===== src/rtl/oam_seq_pkg.sv =====
// Shared state encoding and OAM geometry for the sprite-load sequencer.
package oam_seq_pkg;

   localparam int unsigned SPR_NUM_W     = 6;
   localparam int unsigned WORDS_PER_SPR = 4;
   localparam int unsigned IDX_W         = $clog2(WORDS_PER_SPR);
   localparam int unsigned OAM_ADDR_W    = SPR_NUM_W + IDX_W;

   typedef enum logic [1:0] {
      IDLE  = 2'd0,
      REQ   = 2'd1,
      WRITE = 2'd2,
      DONE  = 2'd3
   } state_e;

endpackage


===== src/rtl/oam_seq_watchdog.sv =====
// Counts consecutive un-acked request cycles and flags expiry on the TIMEOUT-th one.
// Only instantiated when OAM_SEQ_TIMEOUT_EN is defined.
module oam_seq_watchdog #(
   parameter int unsigned TIMEOUT = 255
) (
   input  logic clk,
   input  logic rst,
   input  logic active_i,
   input  logic ack_i,
   output logic expire_c
);

   localparam int unsigned CNT_W = $clog2(TIMEOUT + 1);

   logic [CNT_W-1:0] cnt_q, cnt_d;

   assign expire_c = active_i && !ack_i && (cnt_q == CNT_W'(TIMEOUT - 1));

   // Restart for every word: the count covers one outstanding request only.
   always_comb begin
      cnt_d = cnt_q;
      if (!active_i || ack_i) begin
         cnt_d = '0;
      end else if (!expire_c) begin
         cnt_d = cnt_q + CNT_W'(1);
      end
   end

   always_ff @(posedge clk or posedge rst) begin
      if (rst) begin
         cnt_q <= '0;
      end else begin
         cnt_q <= cnt_d;
      end
   end

endmodule


===== src/rtl/oam_load_sequencer.sv =====
// Copies one sprite record from data memory into its OAM slot for the load-sprite instruction.
// Build option OAM_SEQ_TIMEOUT_EN: watchdog on mem_ack that aborts the copy and raises err.
module oam_load_sequencer
   import oam_seq_pkg::*;
#(
   parameter int unsigned ADDR_W  = 32,
   parameter int unsigned DATA_W  = 32,
   parameter int unsigned TIMEOUT = 255
) (
   input  logic                  clk,
   input  logic                  rst,
   input  logic                  start,
   input  logic [ADDR_W-1:0]     src_addr,
   input  logic [SPR_NUM_W-1:0]  spr_num,
   output logic                  stall,
   output logic                  busy,
   output logic                  done,
   output logic                  ovf,
   output logic                  err,
   output logic                  mem_req,
   output logic [ADDR_W-1:0]     mem_addr,
   input  logic                  mem_ack,
   input  logic [DATA_W-1:0]     mem_rdata,
   output logic                  oam_we,
   output logic [OAM_ADDR_W-1:0] oam_addr,
   output logic [DATA_W-1:0]     oam_wdata
);

   state_e                state_q, state_d;
   logic [IDX_W-1:0]      idx_q, idx_d;
   logic [ADDR_W-1:0]     src_q, src_d;
   logic [SPR_NUM_W-1:0]  spr_q, spr_d;
   logic                  ovf_q, ovf_d;
   logic                  err_q, err_d;
   logic                  busy_q, busy_d;
   logic                  done_q, done_d;
   logic                  mem_req_q, mem_req_d;
   logic [ADDR_W-1:0]     mem_addr_q, mem_addr_d;
   logic                  oam_we_q, oam_we_d;
   logic [OAM_ADDR_W-1:0] oam_addr_q, oam_addr_d;
   logic [DATA_W-1:0]     oam_wdata_q, oam_wdata_d;
   logic                  expire_c;

`ifdef OAM_SEQ_TIMEOUT_EN
   oam_seq_watchdog #(
      .TIMEOUT (TIMEOUT)
   ) u_watchdog (
      .clk      (clk),
      .rst      (rst),
      .active_i (state_q == REQ),
      .ack_i    (mem_ack),
      .expire_c (expire_c)
   );
`else
   logic unused_timeout;
   assign unused_timeout = (TIMEOUT != 0);
   assign expire_c       = 1'b0;
`endif

   // Stall must cover the launch cycle before the state register moves.
   assign stall     = start | busy_q;
   assign busy      = busy_q;
   assign done      = done_q;
   assign ovf       = ovf_q;
   assign err       = err_q;
   assign mem_req   = mem_req_q;
   assign mem_addr  = mem_addr_q;
   assign oam_we    = oam_we_q;
   assign oam_addr  = oam_addr_q;
   assign oam_wdata = oam_wdata_q;

   always_comb begin
      state_d     = state_q;
      idx_d       = idx_q;
      src_d       = src_q;
      spr_d       = spr_q;
      ovf_d       = ovf_q;
      err_d       = err_q;
      oam_wdata_d = oam_wdata_q;

      case (state_q)
         IDLE: begin
            if (start) begin
               state_d = REQ;
               src_d   = src_addr;
               spr_d   = spr_num;
               idx_d   = '0;
               ovf_d   = 1'b0;
               err_d   = 1'b0;
            end
         end
         REQ: begin
            if (mem_ack) begin
               oam_wdata_d = mem_rdata;
               state_d     = WRITE;
            end else if (expire_c) begin
               err_d   = 1'b1;
               state_d = DONE;
            end
         end
         WRITE: begin
            if (idx_q == IDX_W'(WORDS_PER_SPR - 1)) begin
               state_d = DONE;
            end else begin
               idx_d   = idx_q + IDX_W'(1);
               state_d = REQ;
            end
         end
         DONE: begin
            state_d = IDLE;
         end
         default: begin
            state_d = IDLE;
         end
      endcase

      // A launch while a copy (or its done cycle) is in flight is dropped.
      if (start && (state_q != IDLE)) begin
         ovf_d = 1'b1;
      end

      // Outputs are registered images of the next state.
      busy_d     = (state_d != IDLE);
      done_d     = (state_d == DONE);
      mem_req_d  = (state_d == REQ);
      mem_addr_d = src_d + ADDR_W'(idx_d);
      oam_we_d   = (state_d == WRITE);
      oam_addr_d = {spr_d, idx_d};
   end

   always_ff @(posedge clk or posedge rst) begin
      if (rst) begin
         state_q     <= IDLE;
         idx_q       <= '0;
         src_q       <= '0;
         spr_q       <= '0;
         ovf_q       <= 1'b0;
         err_q       <= 1'b0;
         busy_q      <= 1'b0;
         done_q      <= 1'b0;
         mem_req_q   <= 1'b0;
         mem_addr_q  <= '0;
         oam_we_q    <= 1'b0;
         oam_addr_q  <= '0;
         oam_wdata_q <= '0;
      end else begin
         state_q     <= state_d;
         idx_q       <= idx_d;
         src_q       <= src_d;
         spr_q       <= spr_d;
         ovf_q       <= ovf_d;
         err_q       <= err_d;
         busy_q      <= busy_d;
         done_q      <= done_d;
         mem_req_q   <= mem_req_d;
         mem_addr_q  <= mem_addr_d;
         oam_we_q    <= oam_we_d;
         oam_addr_q  <= oam_addr_d;
         oam_wdata_q <= oam_wdata_d;
      end
   end

endmodule

===== config.mk =====
export PLATFORM = sky130hd
export DESIGN_NAME = oam_load_sequencer
export DESIGN_NICKNAME = d
export VERILOG_FILES = /design/src/rtl/oam_seq_pkg.sv /design/src/rtl/oam_seq_watchdog.sv /design/src/rtl/oam_load_sequencer.sv
export SDC_FILE = /design/constraint.sdc
export NUM_CORES = 1
export LEC_CHECK = 0
export ABC_AREA = 0
export CAP_MARGIN = 20
export CELL_PAD_IN_SITES_DETAIL_PLACEMENT = 0
export CELL_PAD_IN_SITES_GLOBAL_PLACEMENT = 1
export CORE_ASPECT_RATIO = 1.75
export CORE_MARGIN = 2
export CORE_UTILIZATION = 35
export DETAILED_ROUTE_END_ITERATION = 8
export HOLD_SLACK_MARGIN = 0.03
export PLACE_DENSITY = 0.86
export SLEW_MARGIN = 20
export SYNTH_ARGS = -nofsm -noshare
export SYNTH_HDL_FRONTEND = slang
export SYNTH_SLANG_ARGS = --single-unit

===== constraint.sdc =====
create_clock -name clk -period 4.9 [get_ports clk]
set_clock_uncertainty 0.05 [all_clocks]
set_input_delay 1.47 -clock clk [delete_from_list [all_inputs] [get_ports clk]]
set_output_delay 1.47 -clock clk [all_outputs]
set_load 0.05 [all_outputs]

Yosys cells after proc, flatten, opt, wreduce, memory -nomap -nowiden
Index checks and enable logic that the tools add are counted.
{ "classes": {"addsub": 2, "eq_ne": 7, "muxes": 14, "n_bitwise": 1, "reduce_logical": 8} }
{ "ops": {"columns": ["cell", "count"], "rows": [
  ["$mux 32", 2],
  ["$add 32x2->32", 1],
  ["$mux 6", 2],
  ["$eq 2x2->1 const B", 5],
  ["$mux 2", 5],
  ["$pmux 2 s4", 1],
  ["$reduce_bool 2->1", 4],
  ["$eq 2x1->1 const B", 2],
  ["$pmux 2 s2", 1],
  ["$reduce_and 2->1", 2],
  ["$mux 1", 3],
  ["$add 2x1->2 const B", 1],
  ["$logic_not 2->1", 1],
  ["$logic_and 1x1->1", 1],
  ["$or 1x1->1", 1]
]} }
{ "word_totals": {"regBits": 119, "inputBits": 74, "out_inout_bits": 79, "word_cells": 44} }

Depth between registers and ports, before layout
{ "logic_depth": {"ltp_word": 4, "mapped_depth": 14, "depth_no_buf": 10} }

Least setup slack after synthesis
OpenSTA, ideal clock, no wires.
{ "synth_timing": {"kind": "input -> register", "from": "in start", "to": "reg mem_addr_q[24] (netlist: mem_addr[24])", "setup_time_ns": 0.079, "t_arrival_ns": 4.100, "t_required_ns": 4.771, "slack_ns": 0.670, "stages": 13, "n_path_buf": 3, "path_cell_list": "nor3b_2 > buf_4 > buf_2 > clkbuf_1 > nand2_1 > nand2_1 > ha_1 > fa_1 > nand2_1 > mux2i_1 > o2111ai_2 > a211oi_1 > xor2_1"} }
{ "synth_via": {"elab_chain_cells": 3, "word_cells_on_any_way": 5, "cone_classes": "add/sub: 1; mux: 4"} }
{ "synth_lines": {"columns": ["element", "line", "text"], "rows": [
  ["from (decl)", "oam_load_sequencer.sv:12", "input logic start,"],
  ["$mux 32", "oam_load_sequencer.sv:83", "if (start) begin"],
  ["$mux 32", "oam_load_sequencer.sv:81", "case (state_q)"],
  ["via src_d[0]", "oam_load_sequencer.sv:31", "logic [ADDR_W-1:0] src_q, src_d;"],
  ["$add 32x2->32", "oam_load_sequencer.sv:126", "mem_addr_d = src_d + ADDR_W'(idx_d);"],
  ["via mem_addr_d[24]", "oam_load_sequencer.sv:38", "logic [ADDR_W-1:0] mem_addr_q, mem_addr_d;"],
  ["to (signal assigned)", "oam_load_sequencer.sv:156", "mem_addr_q <= mem_addr_d;"],
  ["to (decl)", "oam_load_sequencer.sv:38", null]
]} }
The timed path passes the listed nets, and every way through them passes these cells.
A chain may end at the register's enable or synchronous reset.

Final worst setup path
{ "layout_timing": {"from": "in start", "to": "out stall"} }
{ "layout_via": {"elab_chain_cells": 1} }
{ "layout_lines": {"columns": ["element", "line", "text"], "rows": [
  ["$or 1x1->1", "oam_load_sequencer.sv:61", "assign stall = start | busy_q;"],
  ["to (decl)", "oam_load_sequencer.sv:15", "output logic stall,"]
]} }
Every way passes these cells.

==> flow_summary.toml <==
[die]
rows = 56
die_area_mm2 = 0.0146
coreArea_mm2 = 0.0134
ios = 153
die_h_um = 158
initial_core_util_pct = 35.6
die_w_um = 92.2

[cts]
h-tree-depth = 3
clk_pin_slew_ns = 0.07
cts.repair.resized = 0
clkLatencyLatePin_ns = 0.35
root_buffer = "clkbuf_16"
numCtsBuffers = 9
hold_buffers = 0
clock_tree.buffer_depth = 2
cts_tree = "yes"
cts.sinks = 111
post-cts-setup-buffer-count = 0

[run]
drv_cap = 0

[timing]
hold_viol = 0
drv_slew = 0
fin_crit_ns = 4.42
slew_headroom_pct = 53.9
worst_pin_slew_ns = 0.692
fin_setup_tns_ns = 0
finalCritPeriodShare_pct = 90.2
max_freq_ghz = 0.226
finalSetupViolations = 0
rsz0062_at_grt = "false"

[route]
ant_nets = 0
wl_mm = 12.2
first_pass_iters = 6
avgRoutedWirePerCell_um = 14.9
drc = 0
drt-initial-drc-count = 202
avgViaCountPerCell = 4.79
via_count = 3925

[placed_design]
port_buffers = 151
place_congestion = 0.880
hpwlAfterDp_mm = 9.16

[logic_synthesis]
synth_compound_area_share_pct = 4.04
yosys.area_share.simple_pct = 24.8
async_reset_ff_share_pct = 100
synth-edff-count = 0
synth_seq_cells = 111
synth_largest_area_cell = "dfrtp_1"
synth_fa_ha_area_share_pct = 0.945
synth_fp_nets = 565
synth_mux_area_share_pct = 3.91
synthTopCellsByArea = "dfrtp_1 58%, nand2_1 15%, xor2_1 2.9%"
postSynthCellCount = 488
yosysWarnings = 0
synth-xor-area-share_pct = 4.96
synth_area_mm2 = 0.00477
ys.flop_type = "dfrtp_1"
synth_top_area_share_pct = 58.3
yosysSeqAreaShare_pct = 58.3
ys_types = 45
synth_top_family_by_area = "simple AND/OR/NAND/NOR gates"
syn_area_per_cell_um2 = 9.77

[layout]
fillers = 1237
final_common_cell = "nand2_1"
layout_common_cells = "188 x nand2_1, 151 x clkdlybuf4s50_1, 111 x dfrtp_1, 21 x nand3_1, 16 x xor2_1"
fin_nets = 718
area_growth_syn_to_layout_pct = 42.2
num_antenna_cells = 0
drive_above_1_share_pct = 5.74

[setup_path]
crit_slowest_cell = "clkdlybuf4s50_1"
end_kind = "primary output"
r2r_cells = 10
path_common_cell = "clkdlybuf4s50_1"
crit_chain = "clkdlybuf4s50_1 > or2_2 > clkdlybuf4s50_1"
start_kind = "input port"
max_stage_delay_ns = 0.70
path_class = "input port to primary output"
critPathRequiredTime_ns = 3.38
critPathArrivalTime_ns = 2.90
crit_fanout = 2

[global_routing]
grt_pass1_wl_mm = 19.6
antenna_found_initial = 0
overflow = 0
grt_pass1_vias = 4006
grt_start_max_net_pins = 57
globalRouteTotalUtil_pct = 17.0

[hold_path]
holdPathStages = 2
hp-class = "flop to flop"

[pwr]
power_mw = 4.94
vdd_drop_max_uv = 352
leakagePower_nw = 3.12
power_density_mw_per_mm2 = 728

[status]
outcome = "finished clean"
==> cells by family after synthesis <==
group / count (synthesis)
buffers and inverters: 31
DFF: 111
other: 1
and+or+nand+nor: 270
muxes: 18
xor gates and xnor gates: 27
adders and majority gates: 3
AOI/OAI and AO/OA: 27
==> registers in the layout (all words and copies together), names as in the netlist <==
| register | count |
|---|---|
| oam_wdata | 32 |
| ovf | 1 |
| busy | 1 |
| oam_addr | 8 |
| mem_addr | 32 |
| done | 1 |
| oam_we | 1 |
| src_q | 32 |
| mem_req | 1 |
| state_q | 2 |
==> final timing paths <==
| path | startpoint | to | slack, ns |
|---|---|---|---|
| worst max-delay path | start | stall | 0.48 |
| worst min-delay path | oam_wdata[10] | oam_wdata[10] | 0.43 |
| worst max register to register | state_q[1] | mem_addr[24] | 2.13 |
| worst min register to register | oam_wdata[10] | oam_wdata[10] | 0.43 |
| max in group asynchronous | rst | oam_wdata[10] | 2.46 |
| min in group asynchronous | rst | oam_wdata[23] | 1.54 |
==> worst max-delay path: cells and delay by family <==
family                 cells  cell delay (ns)
buffers and inverters      2             1.13
and+or+nand+nor            1             0.30
==> per-stage QoR <==
| stage | instances | utilization (%) | setup slack, ns | area, µm² | hold WS, ns |
|---|---|---|---|---|---|
| after CTS | 818 | 50.5 | 0.471 | 6750 | 0.430 |
| final | 819 | 50.7 | 0.478 | 6780 | 0.427 |
| after detailed placement | 803 | 48.4 | 0.478 | 6480 | 0.411 |
| after global placement | 803 | 48.4 | 0.482 | 6480 | 0.409 |
| after floorplan | 488 | - | 0.449 | 4770 | 0.394 |
| after global routing | 819 | 50.7 | 0.444 | 6780 | 0.459 |
==> synth_stat cells, drive strengths merged, types with 2 or more instances <==
master / instances
o2111ai: 2
nor2b: 3
nand2: 188
nand4: 13
nand3: 21
nor4: 4
and3: 7
nand2b: 2
nor2: 14
mux2: 5
clkbuf: 11
nor3: 8
xnor2: 11
nand3b: 2
o22a: 3
mux2i: 13
dfrtp: 111
and2: 2
a21o: 2
inv: 12
buf: 8
o21ai: 6
a21oi: 5
ha: 2
xor2: 16
a31oi: 2
o21a: 2
==> power breakdown <==
part           switching (mW)  total [mW]  internal (mW)  leakage [nW]
registers               0.256        1.61           1.35          1.36
clock network           0.335       0.685          0.350         0.137
logic                    1.76        2.64          0.882          1.63
==> final cells by class <==
class | instances | area, µm² | area share (%)
Clock inverter | 6 | 52.6 | 0.775
Sequential cell | 111 | 2780 | 41.0
Multi-Input combinational cell | 346 | 1850 | 27.3
Inverter | 12 | 47.5 | 0.701
Tap cell | 174 | 218 | 3.21
Clock buffer | 9 | 225 | 3.32
Timing Repair Buffer | 161 | 1610 | 23.7
==> metal layers <==
metal / GRT usage, % / share of wire, % / vias up
li1: - / - / 1900
met5: 0 / 0 / -
met1: 19.8 / 39 / 1836
met3: 3.22 / 6.2 / 26
met4: 7.68 / 2.9 / 0
met2: 30.2 / 52 / 163
Power figures use the tool's default switching activity.
